===== config.mk =====
export PLATFORM = sky130hd
export DESIGN_NAME = crc_rx_check
export DESIGN_NICKNAME = d
export VERILOG_FILES = /design/src/rtl/crc_rx_check.sv
export SDC_FILE = /design/constraint.sdc
export NUM_CORES = 1
export LEC_CHECK = 0
export CAP_MARGIN = 40
export CORE_UTILIZATION = 50
export DETAILED_ROUTE_END_ITERATION = 6
export PLACE_DENSITY = 0.72
export SYNTH_ARGS = -nofsm -noshare
export SYNTH_HDL_FRONTEND = slang
export SYNTH_SLANG_ARGS = --single-unit

===== constraint.sdc =====
create_clock -name clk -period 2.4 [get_ports clk]
set_clock_uncertainty 0.05 [all_clocks]
set_input_delay 0.48 -clock clk [delete_from_list [all_inputs] [get_ports clk]]
set_output_delay 0.48 -clock clk [all_outputs]
set_load 0.03 [all_outputs]

===== src/rtl/crc_rx_check.sv =====
// crc_rx_check: receive-side CRC-16 checker for the serial link.
// Deserialises a 48-bit frame (32-bit payload then 16-bit CRC, MSB first),
// runs a non-reflected CRC (init 0, no final XOR) over all 48 bits and
// reports pass/fail together with the recovered payload and CRC field.
// Optional feature macro: CRC_ERR_CNT_EN adds a saturating 8-bit count of
// completed frames that failed the CRC check (err_cnt).
module crc_rx_check #(
  parameter int unsigned      DATA_W = 32,
  parameter int unsigned      CRC_W  = 16,
  parameter logic [CRC_W-1:0] POLY   = 16'h1021
) (
  input  logic              clk,
  input  logic              rst_n,
  input  logic              start,
  input  logic              in_valid,
  input  logic              in_bit,
  output logic [DATA_W-1:0] payload,
  output logic [CRC_W-1:0]  crc_rx,
  output logic              done,
  output logic              crc_ok,
  output logic              busy,
  output logic              frame_err
`ifdef CRC_ERR_CNT_EN
  ,
  output logic [7:0]        err_cnt
`endif
);

  localparam int unsigned FRAME_W = DATA_W + CRC_W;
  localparam int unsigned CNT_W   = $clog2(FRAME_W + 1);

  typedef enum logic [1:0] {
    ST_IDLE    = 2'd0,
    ST_PAYLOAD = 2'd1,
    ST_CHECK   = 2'd2,
    ST_DONE    = 2'd3
  } state_t;

  state_t             state_q, state_d;
  logic [CNT_W-1:0]   cnt_q, cnt_d, cnt_inc;
  logic [CRC_W-1:0]   crc_q, crc_d, crc_sh, crc_first;
  logic [FRAME_W-1:0] shreg_q, shreg_d, shreg_sh;
  logic [DATA_W-1:0]  payload_d;
  logic [CRC_W-1:0]   crc_rx_d;
  logic               crc_ok_d;
  logic               done_d;
  logic               busy_d;
  logic               frame_err_d;

  // One LFSR step: shift left, fold in the polynomial when feedback is set.
  function automatic logic [CRC_W-1:0] crc_step(input logic [CRC_W-1:0] c,
                                                input logic             b);
    logic fb;
    fb = c[CRC_W-1] ^ b;
    return {c[CRC_W-2:0], 1'b0} ^ (fb ? POLY : '0);
  endfunction

  // Shared datapath candidates for the current input bit.
  always_comb begin
    shreg_sh  = {shreg_q[FRAME_W-2:0], in_bit};
    crc_sh    = crc_step(crc_q, in_bit);
    crc_first = crc_step('0, in_bit);
    cnt_inc   = cnt_q + CNT_W'(1);
  end

  // Next-state and next-output logic.
  always_comb begin
    state_d     = state_q;
    cnt_d       = cnt_q;
    crc_d       = crc_q;
    shreg_d     = shreg_q;
    payload_d   = payload;
    crc_rx_d    = crc_rx;
    crc_ok_d    = crc_ok;
    done_d      = 1'b0;
    frame_err_d = 1'b0;

    unique case (state_q)
      ST_IDLE: begin
        if (in_valid && start) begin
          state_d = ST_PAYLOAD;
          cnt_d   = CNT_W'(1);
          crc_d   = crc_first;
          shreg_d = shreg_sh;
        end
      end

      ST_PAYLOAD, ST_CHECK: begin
        if (in_valid) begin
          if (start) begin
            // Restart mid-frame: drop the partial frame, this bit is bit 1.
            frame_err_d = 1'b1;
            state_d     = ST_PAYLOAD;
            cnt_d       = CNT_W'(1);
            crc_d       = crc_first;
            shreg_d     = shreg_sh;
          end else begin
            shreg_d = shreg_sh;
            crc_d   = crc_sh;
            cnt_d   = cnt_inc;
            if (state_q == ST_PAYLOAD && cnt_inc == CNT_W'(DATA_W)) begin
              state_d = ST_CHECK;
            end
            if (state_q == ST_CHECK && cnt_inc == CNT_W'(FRAME_W)) begin
              state_d   = ST_DONE;
              done_d    = 1'b1;
              payload_d = shreg_sh[FRAME_W-1:CRC_W];
              crc_rx_d  = shreg_sh[CRC_W-1:0];
              crc_ok_d  = (crc_sh == '0);
            end
          end
        end
      end

      ST_DONE: begin
        if (in_valid && start) begin
          // Back-to-back frame: first bit lands in the done cycle.
          state_d = ST_PAYLOAD;
          cnt_d   = CNT_W'(1);
          crc_d   = crc_first;
          shreg_d = shreg_sh;
        end else begin
          state_d = ST_IDLE;
          cnt_d   = '0;
        end
      end

      default: begin
        state_d = ST_IDLE;
        cnt_d   = '0;
      end
    endcase

    busy_d = (state_d == ST_PAYLOAD) || (state_d == ST_CHECK);
  end

  // State, datapath and registered outputs.
  always_ff @(posedge clk or negedge rst_n) begin
    if (!rst_n) begin
      state_q   <= ST_IDLE;
      cnt_q     <= '0;
      crc_q     <= '0;
      shreg_q   <= '0;
      payload   <= '0;
      crc_rx    <= '0;
      crc_ok    <= 1'b0;
      done      <= 1'b0;
      busy      <= 1'b0;
      frame_err <= 1'b0;
    end else begin
      state_q   <= state_d;
      cnt_q     <= cnt_d;
      crc_q     <= crc_d;
      shreg_q   <= shreg_d;
      payload   <= payload_d;
      crc_rx    <= crc_rx_d;
      crc_ok    <= crc_ok_d;
      done      <= done_d;
      busy      <= busy_d;
      frame_err <= frame_err_d;
    end
  end

`ifdef CRC_ERR_CNT_EN
  // Saturating count of completed frames whose CRC check failed.
  always_ff @(posedge clk or negedge rst_n) begin
    if (!rst_n) begin
      err_cnt <= 8'd0;
    end else if (done_d && !crc_ok_d && err_cnt != 8'hFF) begin
      err_cnt <= err_cnt + 8'd1;
    end
  end
`endif

endmodule


==> results.sh <==
export IMPL_status="finished, final reports clean"
export IMPL_async_flop_share_pct=100
export IMPL_syn_inst=452
export IMPL_yosysUniqueCellTypes=46
export IMPL_yosysTopAreaCell="dfrtp_1"
export IMPL_grt_total_usage_pct=20.7
export IMPL_cts_tree="done"
export IMPL_vdd_drop_max_mv=0.475
export IMPL_wl_per_cell_um=14.9
export IMPL_cp_cell_sequence="ha_2 > or4b_1 > o31ai_2 > o211ai_1 > a221oi_2 > nor3_1 > o2bb2ai_1"
export IMPL_critPathCaptureType="flop"
export IMPL_final_nets=530
export IMPL_ant_nets=0
export IMPL_finalInstanceArea_sq_mm=0.00644
export IMPL_fin_tns_setup_ps=0
export IMPL_synth_seq_cells=123
export IMPL_die_w_um=103
export IMPL_firstDrtPassIters=4
export IMPL_cts_buffers=17
export IMPL_rows=36
export IMPL_post_route_period_util_pct=93.4
export IMPL_arrival_ps=2620
export IMPL_grt_pass1_vias=3432
export IMPL_crit_family="compound AO/OA/AOI/OAI gates"
export IMPL_area_delta_synth_final_pct=26.9
export IMPL_place_inst=631
export IMPL_cp_start_kind="flop"
export IMPL_synth_common_cells="150 x nand2_1, 123 x dfrtp_1, 48 x mux2_2, 14 x a22o_1, 14 x clkbuf_1"
export IMPL_drive_gt1_share_pct=19.4
export IMPL_insertion_delay_ps=510
export IMPL_globalplace_congestion=0.819
export IMPL_p_leak_nw=3.13
export IMPL_grt_pass1_wl_um=16500
export IMPL_worst_pin_slew_ps=626
export IMPL_ioPinCount=57
export IMPL_max_freq_mhz=446
export IMPL_dieArea_sq_mm=0.0106
export IMPL_setup_ws_ps=159
export IMPL_drt_wl_total_um=9880
export IMPL_dp_slack_ps=121
export IMPL_p_per_area_mw_per_mm2=939
export IMPL_hold_viol=0
export IMPL_numClockSinks=123
export IMPL_maxCapViolCount=0
export IMPL_yosysWarnings=0
export IMPL_grt_overflow=0
export IMPL_placedInstanceArea_sq_mm=0.00585
export IMPL_grt_max_degree=61
export IMPL_die_h_um=103
export IMPL_root_buffer="clkbuf_8"
export IMPL_synth_fp_nets=464
export IMPL_fillerInstances=769
export IMPL_required_ps=2780
export IMPL_finalSetupViolations=0
export IMPL_antenna_cells=0
export IMPL_synth_top_cell_area_share_pct=60.6
export IMPL_drc_errors=0
export IMPL_portBuffers=56
export IMPL_yosysMostFrequentCell="nand2_1"
export IMPL_layout_cells_non_filler=664
export IMPL_cts_buffer_depth=2
export IMPL_cp_max_fo=7
export IMPL_drt_iter0_markers=136
export IMPL_synth_edff_count=0
export IMPL_ys_top_cells_by_area="dfrtp_1 61%, nand2_1 11%, mux2_2 11%"
export IMPL_critPathSlowestCell="or4b_1"
export IMPL_antenna_found_initial=0
export IMPL_hold_class="flop to flop"
export IMPL_synth_ff_type="dfrtp_1"
export IMPL_htreeDepth=4
export IMPL_clk_pin_slew_ps=60
export IMPL_initial_utilization_pct=51.7
export IMPL_core_area_sq_mm=0.00982
export IMPL_worst_setup_path_type="flop to flop"
export IMPL_path_buf_inv=0
export IMPL_via_count=3492
export IMPL_slew_headroom_pct=58.2
export IMPL_max_stage_delay_ps=490
export IMPL_rsz0062_at_grt="false"
export IMPL_maxSlewViolCount=0
export IMPL_synth_avg_cell_area_sq_um=11.2
export IMPL_period_needed_ps=2240
export IMPL_synth_seq_area_share_pct=60.6
export IMPL_syn_area_sq_mm=0.00508
export IMPL_vias_per_cell=5.26
export IMPL_dpl_hpwl_um=6040
[tightest hold or removal path, cell delays in order (launching register included)]
cell     delay, ps
dfrtp_1        340
nand2_1         50
nand2_1         40
[cells by family (layout without fill, tap and decap cells)]
logic type	after synthesis	in the layout	share of synthesized area, %
xor+xnor	3	3	0.518
simple gates	190	190	15.7
buf+inv	29	108	2.83
fa+ha+maj	7	7	1.73
flops	123	123	60.6
compound gates	50	50	7.52
mux	50	50	11.0
[placed cells by master (no fill, tap or decap), types with 3 or more instances in the layout]
| cell | netlist | layout |
|---|---|---|
| clkbuf_16 | 0 | 16 |
| inv_1 | 7 | 7 |
| nor2_1 | 12 | 12 |
| mux2_2 | 48 | 48 |
| clkbuf_1 | 14 | 3 |
| clkinv_2 | 0 | 4 |
| a22o_1 | 14 | 14 |
| nand2_1 | 150 | 150 |
| bufinv_16 | 0 | 3 |
| clkinvlp_4 | 0 | 4 |
| ha_1 | 7 | 6 |
| buf_4 | 0 | 8 |
| o21ai_0 | 12 | 12 |
| a31oi_1 | 3 | 3 |
| nand2b_1 | 4 | 4 |
| dfrtp_1 | 123 | 121 |
| a21oi_1 | 3 | 3 |
| nand3_1 | 5 | 5 |
| clkdlybuf4s50_1 | 0 | 55 |
| buf_12 | 0 | 5 |
[metrics by stage]
stage          hold WS, ps  power (mW)  utilization (%)
2_1_floorplan          134        3.27                -
3_5_place_dp           405        3.57             59.5
6_report               410        6.05             65.6
5_1_grt                436        6.33             65.6
4_1_cts                418        6.08             65.5
3_3_place_gp           399        3.53             59.5
[area by class of cell]
type | instances | area, sq um | area share [%]
well taps | 133 | 166 | 2.58
repair buffers | 69 | 721 | 11.2
clock buffers | 20 | 425 | 6.60
clock inverters | 12 | 149 | 2.31
multi-input cells | 300 | 1870 | 29.1
flip-flops and latches | 123 | 3080 | 47.8
inverters | 7 | 26.3 | 0.408
[routing by layer]
layer	routed length, um	GRT usage [%]	vias up
met5	0	0	-
met1	4460	26.0	1751
met3	430	6.24	9
li1	-	-	1654
met4	94	8.23	0
met2	4900	33.8	78
[report_power, final]
part | total, mW | internal, mW | switching [mW]
registers | 2.62 | 2.37 | 0.251
clock network | 2.47 | 1.57 | 0.900
logic | 0.958 | 0.479 | 0.479
[worst paths after layout]
| check | cells after the start | endpoint | slack, ps | startpoint |
|---|---|---|---|---|
| min reg2reg | 2 | payload[23] | 410 | payload[23] |
| min in group asynchronous | 2 | cnt_q[5] | 460 | rst_n |
| min | 2 | payload[23] | 410 | payload[23] |
| max in group asynchronous | 3 | crc_q[2] | 1170 | rst_n |
| max | 7 | busy | 160 | cnt_q[0] |
| max reg2reg | 7 | busy | 160 | cnt_q[0] |
[what timing repair did]
item,in CTS,in global routing
setup buffers,0,0
resized for setup,0,5
hold buffers,1,0
hold endpoints to repair,44,0
setup endpoints to repair,0,32
[registers in the layout, indices dropped and copies added (netlist names)]
name and cells:
frame_err 1, crc_q 16, crc_rx 16, shreg_q 47, state_q 2, crc_ok 1
cnt_q 6, done 1, busy 1, payload 32
(Power assumes the default switching activity.)
